<file path="src/rtl/ctrl_pkg.sv">
// Shared control-frame definitions used by ctrl_tx and ctrl_rx:
// parser state encoding, frame length and default EtherTypes.
package ctrl_pkg;

   typedef enum logic [1:0] {
      ST_IDLE    = 2'd0,   // waiting for beat0 (src MAC, dest MAC high)
      ST_HDR     = 2'd1,   // waiting for beat1 (dest MAC low, type, slot)
      ST_PAYLOAD = 2'd2,   // beats 2..7, timestamp payload
      ST_DROP    = 2'd3    // discard until tlast
   } ctrl_state_e;

   localparam int unsigned FRAME_BEATS    = 8;
   localparam logic [15:0] SLOT_ID_TYPE   = 16'hff03;
   localparam logic [15:0] SIM_START_TYPE = 16'hff0a;
   localparam logic [7:0]  KEEP_ALL       = 8'hff;

endpackage

</file>
<file path="src/rtl/ctrl_rx.sv">
// Control-frame receiver: parses 8-beat slot-ID / sim-start frames from an
// AXI-Stream without backpressure and publishes the last valid frame.
// Optional feature macro: CTRL_RX_DELAY_EN (builds the one-way delay
// subtractor; otherwise o_delay is tied to zero).
module ctrl_rx
   import ctrl_pkg::*;
#(
   parameter logic [15:0] P_SLOT_ID_TYPE = SLOT_ID_TYPE,
   parameter logic [15:0] P_SIM_START    = SIM_START_TYPE,
   parameter logic [47:0] P_MY_MAC       = 48'h8D_BC_5C_4A_00_00
) (
   input  logic        i_clk,
   input  logic        i_rst_n,
   input  logic        i_rx_axis_tvalid,
   input  logic [63:0] i_rx_axis_tdata,
   input  logic        i_rx_axis_tlast,
   input  logic [7:0]  i_rx_axis_tkeep,
   input  logic        i_rx_axis_tuser,
   input  logic [63:0] i_local_time,
   output logic        o_new_slot_start,
   output logic        o_sim_start,
   output logic        o_slot_id,
   output logic [47:0] o_src_mac,
   output logic [63:0] o_time_stamp,
   output logic [63:0] o_delay,
   output logic        o_frame_err,
   output logic [15:0] o_rx_frame_cnt
);

   localparam logic [2:0] LAST_BEAT = 3'(FRAME_BEATS - 1);
   localparam logic [2:0] PAY_FIRST = 3'd2;

   ctrl_state_e state_q, state_d;
   logic [2:0]  beat_q, beat_d;
   logic        bad_q, bad_d;
   logic        ok_d, err_d;
   logic        beat_bad, hdr_mine;

   // staging registers for the frame in flight
   logic [47:0] src_q;
   logic [15:0] dst_hi_q;
   logic        slot_q;
   logic        is_slot_q;
   logic [63:0] ts_q;
   logic [15:0] cnt_q;

   logic [47:0] hdr_dest;
   logic [15:0] hdr_type;

   assign hdr_dest = {dst_hi_q, i_rx_axis_tdata[63:32]};
   assign hdr_type = i_rx_axis_tdata[31:16];
   assign hdr_mine = (hdr_dest == P_MY_MAC) &&
                     ((hdr_type == P_SLOT_ID_TYPE) || (hdr_type == P_SIM_START));
   // a short beat anywhere, or an errored last beat, spoils the frame
   assign beat_bad = (i_rx_axis_tkeep != KEEP_ALL) ||
                     (i_rx_axis_tlast && i_rx_axis_tuser);

   // state register and frame-progress tracking
   always_ff @(posedge i_clk or negedge i_rst_n) begin
      if (!i_rst_n) begin
         state_q <= ST_IDLE;
         beat_q  <= '0;
         bad_q   <= 1'b0;
      end else begin
         state_q <= state_d;
         beat_q  <= beat_d;
         bad_q   <= bad_d;
      end
   end

   // next state, frame verdict (ok / err) on the closing beat
   always_comb begin
      state_d = state_q;
      beat_d  = beat_q;
      bad_d   = bad_q;
      ok_d    = 1'b0;
      err_d   = 1'b0;
      if (i_rx_axis_tvalid) begin
         case (state_q)
            ST_IDLE: begin
               bad_d = beat_bad;
               if (i_rx_axis_tlast) err_d   = 1'b1;
               else                 state_d = ST_HDR;
            end
            ST_HDR: begin
               bad_d = bad_q | beat_bad;
               if (!hdr_mine) begin
                  // not for us: silently skip the rest
                  state_d = i_rx_axis_tlast ? ST_IDLE : ST_DROP;
               end else if (i_rx_axis_tlast) begin
                  err_d   = 1'b1;
                  state_d = ST_IDLE;
               end else begin
                  state_d = ST_PAYLOAD;
                  beat_d  = PAY_FIRST;
               end
            end
            ST_PAYLOAD: begin
               bad_d = bad_q | beat_bad;
               if (beat_q == LAST_BEAT) begin
                  if (i_rx_axis_tlast) begin
                     state_d = ST_IDLE;
                     if (bad_d) err_d = 1'b1;
                     else       ok_d  = 1'b1;
                  end else begin
                     // overlong frame: flag once, then drain to tlast
                     err_d   = 1'b1;
                     state_d = ST_DROP;
                  end
               end else if (i_rx_axis_tlast) begin
                  err_d   = 1'b1;
                  state_d = ST_IDLE;
               end else begin
                  beat_d = beat_q + 3'd1;
               end
            end
            ST_DROP: begin
               if (i_rx_axis_tlast) state_d = ST_IDLE;
            end
            default: state_d = ST_IDLE;
         endcase
      end
   end

   // capture header and timestamp fields as their beats go by
   always_ff @(posedge i_clk or negedge i_rst_n) begin
      if (!i_rst_n) begin
         src_q     <= '0;
         dst_hi_q  <= '0;
         slot_q    <= 1'b0;
         is_slot_q <= 1'b0;
         ts_q      <= '0;
      end else if (i_rx_axis_tvalid) begin
         case (state_q)
            ST_IDLE: begin
               src_q    <= i_rx_axis_tdata[63:16];
               dst_hi_q <= i_rx_axis_tdata[15:0];
            end
            ST_HDR: begin
               slot_q    <= i_rx_axis_tdata[0];
               is_slot_q <= (hdr_type == P_SLOT_ID_TYPE);
            end
            ST_PAYLOAD: begin
               if (beat_q == PAY_FIRST) ts_q <= i_rx_axis_tdata;
            end
            default: ;
         endcase
      end
   end

   // publish results one cycle after the closing beat
   always_ff @(posedge i_clk or negedge i_rst_n) begin
      if (!i_rst_n) begin
         o_new_slot_start <= 1'b0;
         o_sim_start      <= 1'b0;
         o_frame_err      <= 1'b0;
         o_slot_id        <= 1'b0;
         o_src_mac        <= '0;
         o_time_stamp     <= '0;
         cnt_q            <= '0;
      end else begin
         o_new_slot_start <= ok_d &  is_slot_q;
         o_sim_start      <= ok_d & ~is_slot_q;
         o_frame_err      <= err_d;
         if (ok_d) begin
            o_slot_id    <= slot_q;
            o_src_mac    <= src_q;
            o_time_stamp <= ts_q;
            cnt_q        <= cnt_q + 16'd1;
         end
      end
   end

   assign o_rx_frame_cnt = cnt_q;

`ifdef CTRL_RX_DELAY_EN
   // one-way delay: local arrival time minus remote send time, mod 2^64
   always_ff @(posedge i_clk or negedge i_rst_n) begin
      if (!i_rst_n)  o_delay <= '0;
      else if (ok_d) o_delay <= i_local_time - ts_q;
   end
`else
   logic unused_local_time;
   assign unused_local_time = ^i_local_time;
   assign o_delay = '0;
`endif

endmodule

</file>
<file path="config.mk">
export PLATFORM = sky130hd
export DESIGN_NAME = ctrl_rx
export DESIGN_NICKNAME = d
export VERILOG_FILES = /design/src/rtl/ctrl_pkg.sv /design/src/rtl/ctrl_rx.sv
export SDC_FILE = /design/constraint.sdc
export NUM_CORES = 1
export LEC_CHECK = 0
export ABC_AREA = 1
export CORE_MARGIN = 5
export CORE_UTILIZATION = 50
export DETAILED_ROUTE_END_ITERATION = 7
export HOLD_SLACK_MARGIN = 0.05
export PLACE_DENSITY = 0.89
export SLEW_MARGIN = 20
export SYNTH_ARGS = -nofsm -noshare
export SYNTH_HDL_FRONTEND = slang
export SYNTH_SLANG_ARGS = --single-unit
</file>
<file path="constraint.sdc">
create_clock -name i_clk -period 3.4 [get_ports i_clk]
set_clock_uncertainty 0.1 [all_clocks]
set_input_delay 0.51 -clock i_clk [delete_from_list [all_inputs] [get_ports i_clk]]
set_output_delay 0.51 -clock i_clk [all_outputs]
set_load 0.01 [all_outputs]
</file>
==> run metrics, run 1 <==
Remaining DRCs 0; nets 1636; final setup TNS 0 ps; status finished clean; slowest cell on the critical path dfrtp_1; WP depth 7; switch share 27.8%; routability congestion estimate from global placement 0.837; RSZ-0062 raised after global routing no; Async S/R FF share, synth 100%; worst-path cell chain inv_1 > ha_1 > nand2_1 > or3b_4 > buf_4 > nand2_1 > o21ai_1; most frequent cell after synthesis nand2_1; number of buffers created by CTS 29; total I/O pin count 337; final-report max-slew violation count 0; R2R cell count 7; reg2reg start state_q[0]$_DFFE_PN0P_; Startpoint Class flip-flop; setup violators final 0; total track usage 20.7%; initial drt markers 617; final period utilization 72.1%; register area share after synthesis 59.3%; Area growth syn-to-layout 26.3%; clk sink count 268; Post-synth top flop dfrtp_1; Pleak 7.38 nW; fmax 0.408 GHz; Hold Crit Endpoint o_time_stamp[61]$_DFFE_PN0P_; Reg power frac 49.9%; power density over the cells 618 nW/um^2; Synth Register Bits 268; Top cell by count, worst path nand2_1; H-tree Lvls 1; Mapped Area 11300 um^2; Post-Syn Instances 1291; top-area cell type share of the netlist area 59.3%; postcts setup bufs 0; Critical Path RT 3690 ps; Final Hold Vio Count 0; Pint 6.37 mW; vias in the first global route 8930; Diodes inserted 0; Detail Route Antenna Nets 0; Reg-to-Reg End ts_q[21]$_DFFE_PN0P_; Gate power share 15.4%; Via density 4.90; YS warnings 0; Post-DP Area 13300 um^2; syn avg cell area 8.76 um^2; first-pass GRT wire length 44600 um; hold depth 2; signal arrival time at the worst endpoint 2740 ps; Synth cell types 28; largest net degree at the start of global routing 92; core area 22400 um^2; Via Count 8759; Initial Utilization 50.4%; post-route cell area 14300 um^2; Die X 160 um; Peak VDD IR 0.445 mV; Worst-Margin Slew 916 ps; maximum capacitance violations 0; cell taking the most area after synthesis dfrtp_1; Crit Path Max Fanout 70; clock latency on the worst-skew pair 540 ps; Min-Delay Path Class flip-flop to flip-flop; relative slew slack 39.0%; Synth area leaders dfrtp_1, nand2_1, buf_4, inv_1, o21ai_0; worst hold start ts_q[61]$_DFFE_PN0P_; Crit path max-delay family simple AND/OR/NAND/NOR gates; critical path's largest stage delay 410 ps; number of synthesized flops with an enable pin 0; DR pass1 iterations 5; grt ovf 0; Clk network pwr share 34.7%; CTS tree yes; Routed WL per cell 15.0 um; WS Path Type flip-flop to flip-flop; die area 25700 um^2; IO Port Bufs 208; Clock Pin Slew Worst Setup and Hold Paths 60 ps; # rows 55; worst path buffer plus inverter count 2; Min Clock Period, post-route 2450 ps; initial antenna violation count 0; post-DP HPWL 18500 um; crit path capture type flip-flop; CTS max path bufs 3; share of cells above drive strength 1 3.92%; routed wire length 26900 um; Commonest cells post-synth nand2_1, dfrtp_1, inv_1, o21ai_0, buf_4; die height 160 um; r2r setup slk 950 ps; CTS Root Cell clkbuf_16; net switching power 2.45 mW
## cell families (layout without fill, tap and decap cells)
| family | after synthesis | in the layout | synth area share [%] |
|---|---|---|---|
| AND/OR/NAND/NOR | 627 | 627 | 21.4 |
| XOR/XNOR | 14 | 14 | 1.08 |
| buffers and inverters | 223 | 373 | 10.4 |
| AO/OA/AOI/OAI | 149 | 149 | 6.72 |
| other | 1 | 64 | 0.0332 |
| flip-flops | 268 | 268 | 59.3 |
| adder cells (fa/ha/maj) | 9 | 9 | 0.996 |
## how the worst max path moves through the flow
stage / startpoint / to
after global routing: beat_q[0]$_DFFE_PN0P_ / o_src_mac[36]$_DFFE_PN0P_
after CTS: state_q[0]$_DFFE_PN0P_ / ts_q[21]$_DFFE_PN0P_
final: state_q[0]$_DFFE_PN0P_ / ts_q[21]$_DFFE_PN0P_
after detailed placement: i_rx_axis_tlast / o_time_stamp[48]$_DFFE_PN0P_
after floorplan: state_q[0]$_DFFE_PN0P_ / ts_q[58]$_DFFE_PN0P_
after global placement: i_rx_axis_tlast / o_src_mac[24]$_DFFE_PN0P_
## worst reg2reg max path: stages, from the launching register on
cell,delay (ps)
dfrtp_1,410
inv_1,170
ha_1,370
nand2_1,190
or3b_4,410
buf_4,340
nand2_1,210
o21ai_1,90
## through the flow
stage / hold slack, ps / util, % / setup slack, ps / total power [mW] / cells
2_1_floorplan: 114 / - / 1460 / 5.34 / 1354
3_3_place_gp: 342 / 59.5 / 626 / 5.67 / 1739
3_5_place_dp: 357 / 59.5 / 585 / 5.80 / 1739
4_1_cts: 370 / 63.7 / 978 / 8.90 / 1789
5_1_grt: 394 / 63.7 / 826 / 9.35 / 1789
6_report: 367 / 63.7 / 949 / 8.82 / 1789
## layout make-up
class	count	area (um^2)
Inverter	103	387
Timing Repair Buffer	221	2240
Sequential cell	268	6710
Fill cell	1758	8150
Multi-Input combinational cell	863	3670
Clock inverter	7	120
Tap cell	285	357
Clock buffer	42	805
## placed cells by master (no fill, tap or decap), drive strengths merged, types with 2 or more instances in the layout
| cell | netlist | layout |
|---|---|---|
| clkdlybuf4s50 | 0 | 207 |
| xor2 | 11 | 11 |
| clkinv | 0 | 2 |
| o21ai | 140 | 140 |
| clkbuf | 14 | 42 |
| nor2 | 46 | 46 |
| conb | 1 | 64 |
| nor3 | 12 | 12 |
| nand2 | 547 | 547 |
| a221oi | 2 | 2 |
| nand4 | 7 | 7 |
| ha | 9 | 9 |
| inv | 103 | 105 |
| dfrtp | 268 | 268 |
| nand3 | 13 | 13 |
| a21oi | 5 | 5 |
| bufinv | 0 | 3 |
| xnor2 | 3 | 3 |
| buf | 106 | 13 |
## power by group through the flow
stage          Sequential (mW)  Clock (mW)  Combinational (mW)
6_report                  4.40        3.06                1.36
5_1_grt                   4.50        3.26                1.59
4_1_cts                   4.40        3.13                1.38
3_5_place_dp              4.44           0                1.36
3_3_place_gp              4.40           0                1.27
2_1_floorplan             4.33           0                1.01
## layer usage
layer	part of all wire, %	global-route usage, %
met5	0	0
met4	3.5	7.90
met3	5.1	3.36
met2	51	36.2
met1	41	25.9
## registers in the layout, summed over array words and instances, names as in the netlist, 2 cells and up
register / count
o_time_stamp: 64
ts_q: 64
o_src_mac: 48
src_q: 48
dst_hi_q: 16
o_rx_frame_cnt: 16
beat_q: 3
state_q: 2
## timing repair
action	CTS	global route
hold endpoints to repair	68	0
resized for setup	0	0
hold buffers	1	0
No activity file was read; power rests on OpenSTA's default activity.
==> run 2, diff against run 1 <==
--- a/config.mk
+++ b/config.mk
@@ -7,10 +7,10 @@
 export LEC_CHECK = 0
 export ABC_AREA = 1
 export CORE_MARGIN = 5
-export CORE_UTILIZATION = 50
+export CORE_UTILIZATION = 43
 export DETAILED_ROUTE_END_ITERATION = 7
 export HOLD_SLACK_MARGIN = 0.05
-export PLACE_DENSITY = 0.89
+export PLACE_DENSITY = 0.82
 export SLEW_MARGIN = 20
 export SYNTH_ARGS = -nofsm -noshare
 export SYNTH_HDL_FRONTEND = slang
==> constraint.sdc (replaced) <==
create_clock -name i_clk -period 2.2 [get_ports i_clk]
set_clock_uncertainty 0.1 [all_clocks]
set_input_delay 0.33 -clock i_clk [delete_from_list [all_inputs] [get_ports i_clk]]
set_output_delay 0.33 -clock i_clk [all_outputs]
set_load 0.01 [all_outputs]
==> run 2 against run 1 <==
Against the previous run: global-route usage decreased by 3.0 points; final area rose by 2.6%; combinational power increased by 57%; die area is 15% higher; first-iteration DRC count increased by 1.1%; count of clock-buffer cells in the layout shrank 2; sequential power rose by 55%; critical path type unchanged; highest routed layer unchanged.
==> run metrics, run 2 (synthesis results as in run 1) <==
status finished clean; Reg-to-Reg End ts_q[2]$_DFFE_PN0P_; Detail Route Antenna Nets 0; core area 26000 um^2; fmax 0.482 GHz; R2R cell count 7; clock latency on the worst-skew pair 530 ps; Via density 4.79; first-pass GRT wire length 43400 um; Util after Layout 56.4%; largest net degree at the start of global routing 93; Routed WL per cell 14.4 um; setup violators final 0; most frequent cells in the layout nand2_1, dfrtp_1, clkdlybuf4s50_1; Min Clock Period, post-route 2080 ps; vias in the first global route 8850; Critical Path RT 2500 ps; commonest non-fill, non-tap cell in the layout nand2_1; die area 29600 um^2; initial drt markers 624; CTS max path bufs 3; Area growth syn-to-layout 29.6%; Pleak 7.56 nW; IO Port Bufs 208; power density over the cells 933 nW/um^2; Final WS setup 123 ps; number of buffers created by CTS 28; CTS tree yes; Diodes inserted 0; Largest regs o_time_stamp (64), ts_q (64); postcts setup bufs 0; DR pass1 iterations 6; Min-Delay Path Class input pin to async pin; share of cells above drive strength 1 5.96%; dpl ws -49.3 ps; Clock Pin Slew Worst Setup and Hold Paths 60 ps; dpl cells 1815; Via Count 8919; RSZ-0062 raised after global routing no; post-DP HPWL 18800 um; Remaining DRCs 0; maximum capacitance violations 0; reg2reg start state_q[0]$_DFFE_PN0P_; CTS Root Cell clkbuf_16; WS Path Type flip-flop to flip-flop; Die X 172 um; signal arrival time at the worst endpoint 2380 ps; routed wire length 26900 um; relative slew slack 61.5%; routability congestion estimate from global placement 0.849; r2r setup slk 120 ps; Startpoint Class flip-flop; grt ovf 0; total I/O pin count 337; total track usage 17.7%; H-tree Lvls 1; Worst-Margin Slew 577 ps; nets 1661; Crit Path Max Fanout 92; Worst Hold Slack 191 ps; Peak VDD IR 0.651 mV; initial antenna violation count 0; Final Hold Vio Count 0; clk sink count 268; # rows 59; non-filler cells, final 1863; Initial Utilization 43.5%; final-report max-slew violation count 0; final period utilization 94.4%; die height 172 um; crit path capture type flip-flop; Design Power 13.7 mW
run 2: cell type report:
cell class,count,area (um^2)
multi-input combinational,863,3670
clock buffer,40,847
tap,335,419
fill,2233,11300
timing repair buffer,247,2530
sequential,268,6710
inverter,103,387
clock inverter,7,88.8
run 2: power by group:
group          internal, mW  switching (mW)
Clock                  2.88            1.85
Combinational         0.881            1.26
Sequential             6.14           0.658
Total                  9.90            3.77
run 2: worst max path at each step:
stage,cells past startpoint,endpoint,startpoint
floorplan,9,ts_q[58]$_DFFE_PN0P_,state_q[0]$_DFFE_PN0P_
detailed placement,10,o_time_stamp[33]$_DFFE_PN0P_,i_rx_axis_tlast
global route,7,ts_q[62]$_DFFE_PN0P_,state_q[0]$_DFFE_PN0P_
finish,7,ts_q[2]$_DFFE_PN0P_,state_q[0]$_DFFE_PN0P_
CTS,10,o_rx_frame_cnt[3]$_DFFE_PN0P_,beat_q[0]$_DFFE_PN0P_
global placement,10,o_rx_frame_cnt[3]$_DFFE_PN0P_,i_rx_axis_tlast
run 2: critical path: stages (launching register included):
cell and delay, ps:
dfrtp_1 420, inv_1 160, ha_1 190, nand2_1 130, or3b_4 430, buf_12 200
nand2_1 140, o21ai_1 70
run 2: through the flow:
stage                     setup TNS, ps  area [um^2]
after floorplan                       0        11500
after global placement                0        13700
after detailed placement           -824        13700
after CTS                             0        14700
after global routing                  0        14700
final                                 0        14700
run 2: repair_timing:
| action | 4_1_cts | 5_1_grt |
|---|---|---|
| resized for setup | 0 | 1 |
| hold buffers | 1 | 0 |
| hold endpoints to repair | 266 | 0 |
| endpoints found under the setup margin | 0 | 16 |
run 2: metal layers:
metal / part of all wire, % / track usage, % / vias up / routed length (um)
met1: 40 / 23.0 / 4250 / 10800
met4: 3.0 / 6.29 / 0 / 813
met3: 6.5 / 2.26 / 62 / 1750
met2: 50 / 30.7 / 317 / 13500
li1: - / - / 4290 / -
met5: 0 / 0 / - / 0
==> edit 1 (config.mk and constraints of run 1) <==
Encoding of `ctrl_state_e`: now one-hot (4 bits for 4 states).
--- a/src/rtl/ctrl_pkg.sv
+++ b/src/rtl/ctrl_pkg.sv
@@ -2,11 +2,11 @@
 // parser state encoding, frame length and default EtherTypes.
 package ctrl_pkg;
 
-   typedef enum logic [1:0] {
-      ST_IDLE    = 2'd0,   // waiting for beat0 (src MAC, dest MAC high)
-      ST_HDR     = 2'd1,   // waiting for beat1 (dest MAC low, type, slot)
-      ST_PAYLOAD = 2'd2,   // beats 2..7, timestamp payload
-      ST_DROP    = 2'd3    // discard until tlast
+   typedef enum logic [3:0] {
+      ST_IDLE    = 4'b0001,   // waiting for beat0 (src MAC, dest MAC high)
+      ST_HDR     = 4'b0010,   // waiting for beat1 (dest MAC low, type, slot)
+      ST_PAYLOAD = 4'b0100,   // beats 2..7, timestamp payload
+      ST_DROP    = 4'b1000    // discard until tlast
    } ctrl_state_e;
 
    localparam int unsigned FRAME_BEATS    = 8;
Check against the original RTL: same outputs for any inputs over 4 cycles, from zero or initial values and one cycle with i_rst_n low; so few cycles prove little.
==> edit 1 against run 1 <==
Routed wire length grew 1.6%. Sequential share of layout area shrank 0.52 points. Area after synthesis grew 2.0%. Setup slack lost 0.093 ns. Sequential power shrank 15%. Combinational power shrank 21%. Total power shrank 8.4%. Cell area grew 1.9%. Sequential cell count grew 2. Critical path type unchanged.
==> edit 1: results (changes against run 1) <==
[run_status]
outcome = completed  ; unchanged

[final_layout]
nets = 1559  ; was 1636
register_area_um2 = 6760  ; was 6710 µm²
seq_area_share_pct = 46.4  ; was 47.0%
nonClockBufferCount = 218  ; was 221
inverters = 153  ; was 103
fillerInstances = 1743  ; was 1758

[route]
drt_wl_total_um = 27300  ; was 26900 µm
wl_met3_um = 1820  ; was 1370 µm
met2_length_um = 13600  ; about the same
routed_via_density = 4.97  ; was 4.90
met1_length_um = 11000  ; about the same

[sta]
period_minus_slack_ns = 2.54  ; was 2.45 ns
timing.hold.ws_ns = 0.371  ; was 0.367 ns

[worst_setup_path]
cp_max_fo = 79  ; was 70
crit_path_start = beat_q[0]  ; was state_q[0]
crit_slowest_cell = buf_4  ; was dfrtp_1
crit_arrival_ns = 2.88  ; was 2.74 ns
ff2ff_path_depth = 8  ; was 7

[placement]
dp.final_hpwl_um = 18900  ; was 18500 µm
dp_slack_ns = 0.437  ; was 0.585 ns

[power_and_ir_drop]
p_seq_w = 0.00376  ; was 0.00440 W
power_clock_w = 0.00325  ; was 0.00306 W
power_leakage_nw = 7.07  ; was 7.38 nW

[global_route]
met1_usage_pct = 25.9  ; about the same
grt_usage_pct = 20.5  ; was 20.7%
grtUsageMet3_pct = 4.47  ; was 3.36%

[clocking]
cts_sinks = 270  ; was 268

[edit 1: cell count changes after synthesis, moves of 5 or more]
cell,delta
nor2_1,+60
buf_6,+11
o21ai_2,+46
a21oi_1,+54
ha_1,-5
mux2_2,+12
clkbuf_1,+6
inv_1,+50
o21ai_1,-14
nand4_1,+5
nand3_1,+9
buf_2,-27
nand2_1,-291
[edit 1: cell families after synthesis]
family	share of synthesized area, %
mux	1.17
compound gates	11.8
other cells	0.0325
buf+inv	12.3
fa+ha+maj	0.434
simple gates	14.7
flops	58.6
xor+xnor	0.988
[edit 1: repair_timing]
item,in CTS,in global routing
setup endpoints to repair,0,0
endpoints found under the hold margin,98,0
buffers inserted,0,0
hold buffers,1,0
[edit 1: worst reg2reg max path: cells and delay by family (launching register included)]
kind | cells | cell delay, ns
buf+inv | 2 | 0.85
simple gates | 3 | 0.54
flops | 1 | 0.41
fa+ha+maj | 2 | 0.40
compound gates | 1 | 0.15
==> edit 2 (flow settings as in run 1) <==
Made on the original files. Build with the macro `CTRL_RX_DELAY_EN` defined.
--- a/src/rtl/ctrl_rx.sv
+++ b/src/rtl/ctrl_rx.sv
@@ -2,6 +2,8 @@
 // AXI-Stream without backpressure and publishes the last valid frame.
 // Optional feature macro: CTRL_RX_DELAY_EN (builds the one-way delay
 // subtractor; otherwise o_delay is tied to zero).
+`define CTRL_RX_DELAY_EN
+
 module ctrl_rx
    import ctrl_pkg::*;
 #(
Formal check against the unedited RTL: no difference found for any inputs over 4 cycles, from zero or initial values and one cycle with i_rst_n low; that may be too few to reach the edited logic, so the function may still have changed.
==> edit 2 against run 1 <==
Sequential cell count rose by 64. Count of clock-buffer cells in the layout rose by 7. Area after synthesis rose by 66%. Cell area rose by 68%. Total power rose by 86%. Synthesized cell count rose by 110%. Setup slack got worse by 0.22 ns. Critical path depth rose by 9. Clock power rose by 33%. First-iteration DRC count rose to 2.6 times the old value. Routed wire length rose by 130%. Sequential power rose by 19%. Critical endpoint is now o_delay[62].
==> edit 2: results (changes against run 1) <==
[run_status]
outcome = completed  ; unchanged

[placement]
place.gp.congestion = 0.977  ; was 0.837
port_buffers = 336  ; was 208
place_area_um2 = 22800  ; was 13300 µm²
dp.final_hpwl_um = 47300  ; was 18500 µm

[power_and_ir_drop]
peakVddDrop_mv = 0.489  ; was 0.445 mV
power_leakage_nw = 12.9  ; was 7.38 nW

[route]
drt_pass1_iterations = 6  ; was 5
vias = 18100  ; was 8759
drt_iter0_markers = 1595  ; was 617
drt_wl_total_um = 60600  ; was 26900 µm

[worst_setup_path]
r2r-start = ts_q[0]  ; was state_q[0]
r2r-end = o_delay[62]  ; was ts_q[21]
reg2reg_slack_ns = 0.73  ; was 0.95 ns
crit_arrival_ns = 3.03  ; was 2.74 ns
cp_max_fo = 5  ; was 70
ff2ff_path_depth = 16  ; was 7
path_class = reg2reg  ; unchanged

[final_layout]
nets = 3234  ; was 1636
fillerInstances = 3222  ; was 1758
drive_above_1_share_pct = 3.12  ; was 3.92%
reg.largest.list = o_delay: 64 flops, o_time_stamp: 64 flops, ts_q: 64 flops  ; was o_time_stamp: 64 flops, ts_q: 64 flops

[global_route]
grt_pass1_wl_um = 95300  ; was 44600 µm
grt_usage_pct = 28.9  ; was 20.7%
antenna_found_initial = 9  ; was 0
first_global_vias = 17400  ; was 8930
grt_max_degree = 115  ; was 92

[sta]
slew_headroom_pct = 53.7  ; was 39.0%

[logic_synthesis]
yosysUniqueCellTypes = 34  ; was 28
synthTopCellsByArea = dfrtp_1, nand2_1, inv_1  ; was dfrtp_1, nand2_1, buf_4
ys_seq_area_share_pct = 44.2  ; was 59.3%
ys_warn_count = 0  ; unchanged
async_flop_share_pct = 100  ; unchanged
synth.top_cells.by_count = nand2_1, inv_1, dfrtp_1, o21ai_0, nor2_1  ; was nand2_1, dfrtp_1, inv_1, o21ai_0, buf_4
syn_nets = 2906

[clocking]
cts_buffer_depth = 3  ; unchanged
clk_latency_ns = 0.57  ; was 0.54 ns
clkTransAtPathRegs_ns = 0.06  ; about the same
cts_made_buffers = 36  ; was 29
h-tree-depth = 2  ; was 1
post-cts-setup-buffers = 0  ; unchanged
root_buffer = clkbuf_16  ; unchanged

[min_path]
hold_class = reg2reg  ; unchanged

edit 2: cell types whose count changed in the layout (fill, tap and decap cells not counted), sizes merged, moves of 89 or more:
cell and delta:
nand2 +543, inv +374, clkdlybuf4s50 +128, o21ai +93
nand3 +89, nor2 +93
edit 2: cell families (layout without fill, tap and decap cells):
family	after synthesis	in the layout	share of synthesized area, %
AO/OA/AOI/OAI	296	296	7.99
XOR/XNOR	34	34	1.59
adder cells (fa/ha/maj)	73	73	4.90
buffers and inverters	548	902	11.2
flip-flops	332	332	44.2
multiplexers	3	3	0.160
other	0	10	0
AND/OR/NAND/NOR	1406	1406	30.0
edit 2: timing repair:
item	4_1_cts	5_1_grt
endpoints found under the setup margin	0	0
hold endpoints to repair	73	0
hold buffers	1	0
gates resized for setup	0	0
edit 2: per-stage QoR:
| stage | std cells | utilization [%] | hold WS, ns | total power (W) | setup WS (ns) |
|---|---|---|---|---|---|
| floorplan | 2692 | - | 0.114 | 0.0100 | 1.10 |
| global placement | 3492 | 60.9 | 0.347 | 0.0121 | 0.332 |
| detailed placement | 3492 | 60.9 | 0.355 | 0.0122 | 0.271 |
| CTS | 3557 | 64.2 | 0.361 | 0.0164 | 0.779 |
| global route | 3564 | 64.3 | 0.382 | 0.0177 | 0.608 |
| finish | 3567 | 64.3 | 0.363 | 0.0165 | 0.730 |
edit 2: worst max-delay path, cell delays in order (launching register included):
cell,delay [ns]
dfrtp_1,0.46
ha_1,0.26
fa_1,0.40
inv_1,0.09
nand3_1,0.07
nand2_1,0.18
nand2_1,0.08
nand2_1,0.16
nand2_1,0.07
nand2_1,0.13
nand2_1,0.08
nand2_1,0.16
nand2_1,0.09
nand2_1,0.07
nand2_1,0.05
nand3_1,0.07
nand2_1,0.05
edit 2: worst min path at each step:
stage	start	endpoint	slack, ns	cells past startpoint
detailed placement	src_q[46]	o_src_mac[46]	0.36	2
global route	src_q[42]	o_src_mac[42]	0.38	2
CTS	src_q[42]	o_src_mac[42]	0.36	2
global placement	src_q[44]	o_src_mac[44]	0.35	2
floorplan	i_rst_n	bad_q	0.11	0
finish	src_q[9]	o_src_mac[9]	0.36	2
edit 2: where the power goes:
group / internal, W / switching (W)
Clock: 0.00239 / 0.00170
Combinational: 0.00232 / 0.00480
Sequential: 0.00473 / 0.000508
Total: 0.00945 / 0.00701
edit 2: area by class of cell:
cell class	count	area share, %
clock buffers	49	4.28
repair buffers	360	15.1
flip-flops and latches	332	34.5
well taps	511	2.66
multi-input cells	1812	34.9
diodes	10	0.104
inverters	478	7.46
clock inverters	15	0.910
edit 2: routing by layer:
layer  vias up  wire length [µm]  track usage, %
met5         -                13               0
met1      8437             26100            39.9
met2       686             27400            45.4
li1       8881                 -               -
met3       136              4600            5.82
met4         2              2550            11.2
